===== src/rtl/multicycle_ctrl_pkg.sv =====
// Shared definitions for the multicycle controller: FSM state encodings,
// instruction opcode/funct constants, ALU operation codes, next-PC and
// extension selects, and fault codes.
package multicycle_ctrl_pkg;

    typedef enum logic [2:0] {
        ST_FETCH  = 3'd0,
        ST_DECODE = 3'd1,
        ST_EXEC   = 3'd2,
        ST_MEM    = 3'd3,
        ST_WB     = 3'd4,
        ST_HALT   = 3'd7
    } state_e;

    // Opcodes
    localparam logic [5:0] OP_RTYPE = 6'b000000;
    localparam logic [5:0] OP_J     = 6'b000010;
    localparam logic [5:0] OP_BEQ   = 6'b000100;
    localparam logic [5:0] OP_BNE   = 6'b000101;
    localparam logic [5:0] OP_SLTI  = 6'b001010;
    localparam logic [5:0] OP_ORI   = 6'b001101;
    localparam logic [5:0] OP_LUI   = 6'b001111;
    localparam logic [5:0] OP_LW    = 6'b100011;
    localparam logic [5:0] OP_SW    = 6'b101011;

    // R-type funct codes
    localparam logic [5:0] FN_ADDU = 6'b100001;
    localparam logic [5:0] FN_SUBU = 6'b100011;
    localparam logic [5:0] FN_SLT  = 6'b101010;

    // ALU operations (zero-extended to the Aluctrl width)
    localparam logic [2:0] ALU_ADD = 3'd0;
    localparam logic [2:0] ALU_SUB = 3'd1;
    localparam logic [2:0] ALU_OR  = 3'd2;
    localparam logic [2:0] ALU_SLT = 3'd4;

    // Next-PC source
    localparam logic [1:0] PC_PLUS4  = 2'b00;
    localparam logic [1:0] PC_BRANCH = 2'b01;
    localparam logic [1:0] PC_JUMP   = 2'b10;

    // Immediate extension
    localparam logic [1:0] EXT_ZERO = 2'b00;
    localparam logic [1:0] EXT_SIGN = 2'b01;
    localparam logic [1:0] EXT_LUI  = 2'b10;

    // Fault codes
    localparam logic [1:0] FAULT_NONE    = 2'b00;
    localparam logic [1:0] FAULT_ILLEGAL = 2'b01;
    localparam logic [1:0] FAULT_BUS     = 2'b10;

endpackage


===== src/rtl/multicycle_ctrl_alu_decode.sv =====
// Combinational instruction decoder for the EXEC-phase datapath controls.
// Ports:
//   OpCode, funct : instruction fields
//   Aluctrl       : ALU operation (AW bits, upper bits zero)
//   ExtOp         : immediate extension mode
//   Alusrc        : 0 = register operand, 1 = immediate operand
//   legal         : instruction is supported by this configuration
module alu_decode
    import multicycle_ctrl_pkg::*;
#(
    parameter int AW      = 3,
    parameter bit HAS_SLT = 1'b1
) (
    input  logic [5:0]    OpCode,
    input  logic [5:0]    funct,
    output logic [AW-1:0] Aluctrl,
    output logic [1:0]    ExtOp,
    output logic          Alusrc,
    output logic          legal
);

    logic [2:0] alu_op;

    always_comb begin
        alu_op = ALU_ADD;
        ExtOp  = EXT_ZERO;
        Alusrc = 1'b1;
        legal  = 1'b1;
        case (OpCode)
            OP_RTYPE: begin
                Alusrc = 1'b0;
                case (funct)
                    FN_ADDU: alu_op = ALU_ADD;
                    FN_SUBU: alu_op = ALU_SUB;
                    FN_SLT: begin
                        alu_op = ALU_SLT;
                        legal  = HAS_SLT;
                    end
                    default: legal = 1'b0;
                endcase
            end
            // Jump completes in DECODE; its EXEC controls are never used.
            OP_J: legal = 1'b1;
            OP_BEQ, OP_BNE: begin
                Alusrc = 1'b0;
                alu_op = ALU_SUB;
            end
            OP_SLTI: begin
                ExtOp  = EXT_SIGN;
                alu_op = ALU_SLT;
                legal  = HAS_SLT;
            end
            OP_ORI: begin
                ExtOp  = EXT_ZERO;
                alu_op = ALU_OR;
            end
            OP_LUI: begin
                ExtOp  = EXT_LUI;
                alu_op = ALU_OR;
            end
            OP_LW, OP_SW: begin
                ExtOp  = EXT_SIGN;
                alu_op = ALU_ADD;
            end
            default: legal = 1'b0;
        endcase
    end

    assign Aluctrl = AW'(alu_op);

endmodule


===== src/rtl/multicycle_ctrl.sv =====
// Multicycle MIPS-subset control FSM: FETCH, DECODE, EXEC, MEM, WB, HALT.
// Ports:
//   clk, rst_n        : clock, asynchronous active-low reset
//   OpCode, funct     : instruction register fields (valid from DECODE)
//   zero              : ALU zero flag, used by beq/bne in EXEC
//   mem_req/mem_ready : memory request / acknowledge
//   mem_we, IorD      : memory write strobe, address select (1 = ALU)
//   IRWrite, PCWrite  : instruction register / PC load strobes
//   PCSrc             : next-PC source
//   RegDst, RegW, Mem2R, Alusrc, ExtOp, Aluctrl : datapath controls
//   state, fault      : current FSM state, latched fault code
// Handshake: a memory transfer completes in any cycle where mem_req and
// mem_ready are both 1 (ready may already be high in the first request
// cycle); mem_ready with mem_req low has no effect.
module multicycle_ctrl
    import multicycle_ctrl_pkg::*;
#(
    parameter int AW          = 3,
    parameter int MEM_TIMEOUT = 15,
    parameter bit HAS_SLT     = 1'b1
) (
    input  logic          clk,
    input  logic          rst_n,
    input  logic [5:0]    OpCode,
    input  logic [5:0]    funct,
    input  logic          zero,
    output logic          mem_req,
    input  logic          mem_ready,
    output logic          mem_we,
    output logic          IorD,
    output logic          IRWrite,
    output logic          PCWrite,
    output logic [1:0]    PCSrc,
    output logic          RegDst,
    output logic          RegW,
    output logic          Mem2R,
    output logic          Alusrc,
    output logic [1:0]    ExtOp,
    output logic [AW-1:0] Aluctrl,
    output logic [2:0]    state,
    output logic [1:0]    fault
);

    localparam int CW = $clog2(MEM_TIMEOUT + 1);

    state_e        state_q, state_d;
    logic [1:0]    fault_q, fault_d;
    logic [CW-1:0] wait_q, wait_d;
    // Low during reset and for the first edge after it, so every strobe is
    // quiet while rst_n is asserted without decoding rst_n combinationally.
    logic          run_q;

    logic [AW-1:0] dec_aluctrl;
    logic [1:0]    dec_extop;
    logic          dec_alusrc;
    logic          dec_legal;

    alu_decode #(
        .AW      (AW),
        .HAS_SLT (HAS_SLT)
    ) u_alu_decode (
        .OpCode  (OpCode),
        .funct   (funct),
        .Aluctrl (dec_aluctrl),
        .ExtOp   (dec_extop),
        .Alusrc  (dec_alusrc),
        .legal   (dec_legal)
    );

    always_ff @(posedge clk or negedge rst_n) begin
        if (!rst_n) begin
            state_q <= ST_FETCH;
            fault_q <= FAULT_NONE;
            wait_q  <= '0;
            run_q   <= 1'b0;
        end else begin
            state_q <= state_d;
            fault_q <= fault_d;
            wait_q  <= wait_d;
            run_q   <= 1'b1;
        end
    end

    always_comb begin
        state_d = state_q;
        fault_d = fault_q;
        wait_d  = wait_q;
        mem_req = 1'b0;
        mem_we  = 1'b0;
        IorD    = 1'b0;
        IRWrite = 1'b0;
        PCWrite = 1'b0;
        PCSrc   = PC_PLUS4;
        RegDst  = 1'b0;
        RegW    = 1'b0;
        Mem2R   = 1'b0;
        Alusrc  = 1'b0;
        ExtOp   = EXT_ZERO;
        Aluctrl = '0;

        if (run_q) begin
            case (state_q)
                ST_FETCH: begin
                    mem_req = 1'b1;
                    if (mem_ready) begin
                        IRWrite = 1'b1;
                        PCWrite = 1'b1;
                        PCSrc   = PC_PLUS4;
                        state_d = ST_DECODE;
                    end else if (wait_q == CW'(MEM_TIMEOUT - 1)) begin
                        state_d = ST_HALT;
                        fault_d = FAULT_BUS;
                    end else begin
                        wait_d = wait_q + CW'(1);
                    end
                end
                ST_DECODE: begin
                    if (OpCode == OP_J) begin
                        PCWrite = 1'b1;
                        PCSrc   = PC_JUMP;
                        state_d = ST_FETCH;
                    end else if (!dec_legal) begin
                        fault_d = FAULT_ILLEGAL;
                        state_d = ST_HALT;
                    end else begin
                        state_d = ST_EXEC;
                    end
                end
                ST_EXEC: begin
                    Alusrc  = dec_alusrc;
                    ExtOp   = dec_extop;
                    Aluctrl = dec_aluctrl;
                    if (OpCode == OP_BEQ || OpCode == OP_BNE) begin
                        if ((OpCode == OP_BEQ && zero) || (OpCode == OP_BNE && !zero)) begin
                            PCWrite = 1'b1;
                            PCSrc   = PC_BRANCH;
                        end
                        state_d = ST_FETCH;
                    end else if (OpCode == OP_LW || OpCode == OP_SW) begin
                        state_d = ST_MEM;
                    end else begin
                        state_d = ST_WB;
                    end
                end
                ST_MEM: begin
                    mem_req = 1'b1;
                    IorD    = 1'b1;
                    mem_we  = (OpCode == OP_SW);
                    if (mem_ready) begin
                        state_d = (OpCode == OP_SW) ? ST_FETCH : ST_WB;
                    end else if (wait_q == CW'(MEM_TIMEOUT - 1)) begin
                        state_d = ST_HALT;
                        fault_d = FAULT_BUS;
                    end else begin
                        wait_d = wait_q + CW'(1);
                    end
                end
                ST_WB: begin
                    RegW    = 1'b1;
                    RegDst  = (OpCode == OP_RTYPE);
                    Mem2R   = (OpCode == OP_LW);
                    state_d = ST_FETCH;
                end
                ST_HALT: begin
                    state_d = ST_HALT;
                end
                default: begin
                    state_d = ST_FETCH;
                end
            endcase

            // Wait counts are per-phase: any state transition starts afresh.
            if (state_d != state_q) begin
                wait_d = '0;
            end
        end
    end

    assign state = state_q;
    assign fault = fault_q;

endmodule


===== config.mk =====
export PLATFORM = sky130hd
export DESIGN_NAME = multicycle_ctrl
export DESIGN_NICKNAME = d
export VERILOG_FILES = /design/src/rtl/multicycle_ctrl_pkg.sv /design/src/rtl/multicycle_ctrl_alu_decode.sv /design/src/rtl/multicycle_ctrl.sv
export SDC_FILE = /design/constraint.sdc
export NUM_CORES = 1
export LEC_CHECK = 0
export CAP_MARGIN = 20
export CORE_UTILIZATION = 45
export CTS_CLUSTER_SIZE = 24
export DETAILED_ROUTE_END_ITERATION = 10
export PLACE_DENSITY = 0.86
export REMOVE_ABC_BUFFERS = 1
export SYNTH_ARGS = -nofsm -noshare
export SYNTH_HDL_FRONTEND = slang
export SYNTH_SLANG_ARGS = --single-unit

===== constraint.sdc =====
create_clock -name clk -period 2.5 [get_ports clk]
set_input_delay 0.375 -clock clk [delete_from_list [all_inputs] [get_ports clk]]
set_output_delay 0.375 -clock clk [all_outputs]
set_load 0.005 [all_outputs]

==> reports/results.txt, run 1 <==
Result of the run = finished clean
Fin area = 1660 um2
Most frequently used flop master after synthesis = dfrtp_1
Part of the Yosys area used for sequential elements = 0.239
Cell type with the largest total area after synthesis = dfrtp_1
Data arrival time of the worst path = 2.07 ns
1st-pass router iterations = 4
Minimum setup slack after placement = -0.370 ns
Fraction of synthesized cell area taken by the top area cell type = 0.239
Count of unresolved DRC violations after routing = 0
Net switching share of the total power = 0.447
Final total power = 0.00116 W
Cell type with the highest occurrence count on the critical path = buf_4
Global-route layer with the greatest usage = met2
Vertical die dimension = 50.3 um
X dimension of the die = 50.3 um
Final #Nets = 218
Syn Std Cell Area = 1050 um2
Detailed-route wire length per cell = 16.0 um
Routing usage on met2 = 0.540
Minimum hold slack = 0.423 ns
Cell area reported after detailed placement = 1580 um2
Footprint of the multi-input gates = 796 um2
Maximum vdd drop = 635 uV
Sequential share of power = 0.226
Slew Limit Fails = 0
Top Family by Delay on Critical Path = buffers and inverters
Number of H-tree branching levels = 1
Wire length of the first global-routing pass = 5720 um
GR Util All Layers = 0.293
Total area of sequential cells = 250 um2
Type of the worst min-delay path = primary input to asynchronous set/reset pin
Gate power share = 0.677
Category of the most critical setup path = primary input to output port
Average footprint of a synthesized cell = 7.33 um2
Peak Freq = 409 MHz
Type of destination of the critical path = output port
Layout Skew = 0.00689 ns
Sink Count = 10
Global-route met1 utilization = 0.349
Fill cell total of the finished layout = 167
Drt total wl = 3620 um
Pwr Density = 698 nW/um2
Clock latency of the later-clocked register in the worst-skew pair = 0.27 ns
Library cell contributing the largest single delay on the critical path = clkdlybuf4s50_1
Detailed router's first-iteration violation count = 64
Max Cap Viol = 0
CTS tree = yes
Nature of the critical path startpoint = primary input
Met3 capacity usage during global routing = 0.0485
Global placer's final weighted congestion = 0.914
Clk root buf = clkbuf_4
Number of vias per cell after detailed routing = 5.97
Total via count in the routed design = 1350
Min setup slack post-route = 0.0562 ns
Layout cell share with drive strength beyond 1 = 0.237
Critical Path Max Stage Delay = 0.48 ns
Clock-pin transition on the worst setup and hold timing paths = 0.07 ns
Number of global-route vias before repair = 1311
Crit path time final = 2.44 ns
Number of flops mapped to enable cells by yosys = 0
List of most frequent post-synthesis cells = nor2_1 (20), nand2_1 (11), dfrtp_1 (10), a21oi_1 (9), nand3_1 (9)
CP bufs+invs = 4
Portion of the clock cycle consumed by the worst path in the final layout = 0.978
Synthesized instance count = 143
Biggest area contributors in the synthesized netlist = dfrtp_1 (24%), nor2_1 (7.2%), a21oi_1 (4.3%), nand3_1 (4.3%), nand2_1 (3.9%)
Total negative setup slack = 0 ns
Psw = 0.000519 W
DIE AREA = 2530 um2
Number of top-level pins = 37
Total clock buffers created by CTS = 3
Max FO, Critical Path = 4
Starting density of the core = 0.474
Required time at the worst-slack endpoint = 2.12 ns
GRT Residual Overflow = 0
Routed Antenna Nets = 0
Pin count of the biggest net entering global routing = 20
Number of buffers inserted by hold repair at cts = 0
Number of endpoints failing setup at the final stage = 0
Core ar. = 2210 um2
Number of buffers inserted by port buffering = 36
Clk network pwr share = 0.097
Hold Fails Final Rpt = 0
Async set or reset register ratio after synthesis = 1.00
Static leakage = 0.746 nW
Std cell rows = 17
Unrepaired setup endpoints after global routing = false
Maximum clock insertion buffer count = 2
Cell breakdown of the critical path = clkdlybuf4s50_1 > buf_4 > nand2b_1 > or3_4 > buf_4 > o21ai_2 > o311a_1 > clkdlybuf4s15_2
Synth Warn # = 0
Layout Area Growth over Synthesis = 58.6%
HPWL after DPL = 2760 um
#FFs+latches synth = 10
Diode count = 0
Number of distinct library cell variants in the gate-level netlist after synthesis = 50
Initial antenna violation count = 0
Internal power contribution = 0.000642 W
Most frequent cell after synthesis = nor2_1
[metal layers]
metal	part of all wire	up-vias
li1	-	632
met1	0.39	638
met2	0.51	68
met3	0.073	12
met4	0.022	0
met5	0	-
[through the flow]
step           cells   util
3_3_place_gp     222  0.713
6_report         226  0.752
5_1_grt          226  0.752
2_1_floorplan    136      -
4_1_cts          226  0.739
3_5_place_dp     222  0.713
[path summary, 6_finish.rpt]
kind / from / to / slack [ns] / cells after the start
max: OpCode[1] / PCWrite / 0.06 / 8
min: rst_n / fault[0] / 0.42 / 1
max in group asynchronous: rst_n / wait_q[0] / 1.75 / 1
min in group clk: fault[1] / fault[1] / 0.53 / 1
min reg2reg: fault[1] / fault[1] / 0.53 / 1
max reg2reg: wait_q[0] / fault[1] / 0.47 / 7
[power groups by stage]
stage / Sequential, W / Clock (W) / Combinational (W)
global placement: 0.000258 / 0 / 0.000731
CTS: 0.000261 / 0.000114 / 0.000772
finish: 0.000262 / 0.000112 / 0.000786
global route: 0.000268 / 0.000118 / 0.000849
floorplan: 0.000320 / 0 / 0.000365
detailed placement: 0.000264 / 0 / 0.000763
[flip-flops by register name, indices dropped and copies added, names as in the netlist]
| register | flops |
|---|---|
| fault | 2 |
| run_q | 1 |
| state | 3 |
| wait_q | 4 |
[layout by cell type (no fill, tap or decap), drive strengths merged, types with 2 or more instances in the layout]
master,count
dlygate4sd2,4
a21boi,2
nand2,11
nor2,20
and2,2
nor3,9
xor2,2
clkbuf,4
nand3,9
and3,3
nor3b,4
o21ai,8
a221o,2
dfrtp,10
a21oi,10
or3,4
dlymetal6s2s,5
buf,23
ha,2
nand2b,4
clkdlybuf4s50,25
or2,2
inv,6
nor4,2
nand4,3
a31oi,2
[timing repair]
item                       in CTS  in global routing
setup endpoints to repair       7                  9
buffers inserted                1                  0
resized for setup              15                 11
pin swaps                       7                  7
[kinds of logic after synthesis]
| logic type | synth area share |
|---|---|
| xor+xnor | 0.0251 |
| compound gates | 0.237 |
| flops | 0.239 |
| mux | 0.0239 |
| buf+inv | 0.0513 |
| fa+ha+maj | 0.0239 |
| other cells | 0.00358 |
| simple gates | 0.396 |
[final cells by class]
type / instances / area share
Timing Repair Buffer: 59 / 0.323
Multi-Input combinational cell: 120 / 0.479
Sequential cell: 10 / 0.150
Inverter: 6 / 0.0135
Tap cell: 28 / 0.0211
Clock buffer: 3 / 0.0135
Note: power is estimated with default switching activity, not from simulation.
==> inputs of run 2 (changes only) <==
CELL_PAD_IN_SITES_DETAIL_PLACEMENT = 0   (was unset)
CELL_PAD_IN_SITES_GLOBAL_PLACEMENT = 2   (was unset)
CORE_ASPECT_RATIO = 2   (was unset)
CORE_UTILIZATION = 24   (was 45)
PLACE_DENSITY = 0.85   (was 0.86)
==> run 2 against run 1 <==
Non-clock buffer count grew 10. Sequential power shrank 5%. Final cell count grew 15%. Final area grew 9.0%. Critical path depth shrank 1. Critical endpoint is now Aluctrl[0]. Largest power group unchanged. Combinational power grew 3.6%. Via count shrank 1.2%. Sequential cell count is the same. Clock power grew 79%. Sequential share of layout area shrank 1.2 points. Die area grew 84%. Total power grew 8.9%.
==> reports/results.txt, run 2 (same netlist as run 1, synthesis figures left out) <==
Result of the run = finished clean (unchanged)
Core ar. = 4130 um2 (was 2210 um2)
Max FO, Critical Path = 2 (was 4)
CTS tree = yes (unchanged)
Detailed-route wire length per cell = 14.5 um (was 16.0 um)
Max Cap Viol = 0 (unchanged)
Fill cell total of the finished layout = 453 (was 167)
Required time at the worst-slack endpoint = 2.12 ns (about the same)
Nature of the critical path startpoint = primary input (unchanged)
Leading cell type in the layout, fill and taps excluded = buf_4 (was clkdlybuf4s50_1)
Routed Antenna Nets = 0 (unchanged)
Layout Skew = 0.00282 ns (was 0.00689 ns)
Type of destination of the critical path = output port (unchanged)
Maximum vdd drop = 416 uV (was 635 uV)
Crit path time final = 2.46 ns (was 2.44 ns)
DIE AREA = 4650 um2 (was 2530 um2)
Clk root buf = clkbuf_8 (was clkbuf_4)
Number of global-route vias before repair = 1348 (was 1311)
Initial antenna violation count = 0 (unchanged)
Drt total wl = 3780 um (was 3620 um)
Number of buffers inserted by hold repair at cts = 0 (unchanged)
Peak Freq = 407 MHz (was 409 MHz)
Slew Limit Fails = 0 (unchanged)
Portion of the clock cycle consumed by the worst path in the final layout = 0.983 (was 0.978)
Clock-pin transition on the worst setup and hold timing paths = 0.05 ns (was 0.07 ns)
Type of the worst min-delay path = primary input to asynchronous set/reset pin (unchanged)
Number of top-level pins = 37 (unchanged)
Cell area reported after detailed placement = 1660 um2 (was 1580 um2)
X dimension of the die = 48.7 um (was 50.3 um)
Count of unresolved DRC violations after routing = 0 (unchanged)
Detailed router's first-iteration violation count = 8 (was 64)
HPWL after DPL = 2990 um (was 2760 um)
GR Util All Layers = 0.167 (was 0.293)
Total negative setup slack = 0 ns (unchanged)
Minimum setup slack after placement = -0.408 ns (was -0.370 ns)
Reg with most FFs = wait_q (unchanged)
Number of buffers inserted by port buffering = 36 (unchanged)
Wire length of the first global-routing pass = 6010 um (was 5720 um)
Number of H-tree branching levels = 1 (unchanged)
Fin area = 1810 um2 (was 1660 um2)
Post-route core utilization = 0.439 (was 0.752)
Min setup slack post-route = 0.0426 ns (was 0.0562 ns)
Most frequent cells in the layout = buf_4 (32), clkdlybuf4s50_1 (23), nor2_1 (19), nand2_1 (10), dfrtp_1 (10) (was clkdlybuf4s50_1 (25), buf_4 (23), nor2_1 (20), nand2_1 (11), dfrtp_1 (10))
Layout Area Growth over Synthesis = 72.9% (was 58.6%)
Number of flip-flops under the largest register name = 4 (unchanged)
Data arrival time of the worst path = 2.08 ns (was 2.07 ns)
Number of endpoints failing setup at the final stage = 0 (unchanged)
GRT Residual Overflow = 0 (unchanged)
1st-pass router iterations = 4 (unchanged)
Vertical die dimension = 95.5 um (was 50.3 um)
Layout cell share with drive strength beyond 1 = 0.311 (was 0.237)
Minimum hold slack = 0.461 ns (was 0.423 ns)
Starting density of the core = 0.254 (was 0.474)
Global placer's final weighted congestion = 0.832 (was 0.914)
Diode count = 0 (unchanged)
Total clock buffers created by CTS = 3 (unchanged)
Std cell rows = 33 (was 17)
Pin count of the biggest net entering global routing = 20 (unchanged)
Maximum clock insertion buffer count = 2 (unchanged)
Final #Nets = 228 (was 218)
Number of vias per cell after detailed routing = 5.11 (was 5.97)
Sink Count = 10 (unchanged)
Category of the most critical setup path = primary input to output port (unchanged)
Pwr Density = 697 nW/um2 (was 698 nW/um2)
Clock latency of the later-clocked register in the worst-skew pair = 0.23 ns (was 0.27 ns)
Total via count in the routed design = 1334 (was 1350)
Hold Fails Final Rpt = 0 (unchanged)
Static leakage = 0.819 nW (was 0.746 nW)
run 2: cell types whose count changed in the layout (fill, tap and decap cells not counted), sizes merged:
cell           before  now
clkdlybuf4s15       1    0
dlygate4sd2         4    5
clkbuf              4    6
clkdlybuf4s50      25   23
dlymetal6s2s        5    4
buf                23   35
run 2: what timing repair did:
| item | CTS | global route |
|---|---|---|
| resized for setup | 26 | 15 |
| pin swaps | 9 | 5 |
| setup endpoints to repair | 9 | 9 |
| buffers inserted | 4 | 0 |
run 2: area by class of cell:
class                           count  area, um2  share of cell area
Tap cell                           52       65.1              0.0359
Clock buffer                        4       55.1              0.0304
Multi-Input combinational cell    120        825               0.455
Inverter                            6       22.5              0.0124
Timing Repair Buffer               69        596               0.329
Sequential cell                    10        250               0.138
run 2: worst max-delay path, stage by stage:
cell	delay, ns
clkdlybuf4s50_1	0.44
or2_4	0.28
nor3_4	0.19
nand4_1	0.14
or3_4	0.41
a21oi_2	0.12
clkbuf_2	0.12
run 2: routing by layer:
metal  up-vias  wire (um)  global-route usage
met5         -          0                   0
met4         0         99              0.0662
met3        10        177              0.0239
met2        51       2090               0.343
met1       620       1410               0.161
li1        653          -                   -
run 2: report_power, final:
part	leakage (nW)	internal, W	switching (W)	total [W]
registers	0.128	0.000214	0.0000362	0.000250
clock network	0.0288	0.000138	0.0000622	0.000200
logic	0.662	0.000386	0.000427	0.000814
run 2: per-stage QoR:
step / total power [W] / cells
3_3_place_gp: 0.00104 / 253
5_1_grt: 0.00136 / 261
2_1_floorplan: 0.000686 / 136
4_1_cts: 0.00127 / 261
6_report: 0.00126 / 261
3_5_place_dp: 0.00105 / 253
run 2: worst paths after layout:
kind                       startpoint    endpoint  slack [ns]  cells after the start
hold / removal                  rst_n    fault[0]        0.46                      1
setup / recovery            OpCode[1]  Aluctrl[0]        0.04                      7
min in group clk             fault[1]    fault[1]        0.51                      1
max in group asynchronous       rst_n   wait_q[3]        1.73                      1
setup reg to reg            wait_q[0]    fault[1]        0.44                      7
hold reg to reg              fault[1]    fault[1]        0.51                      1
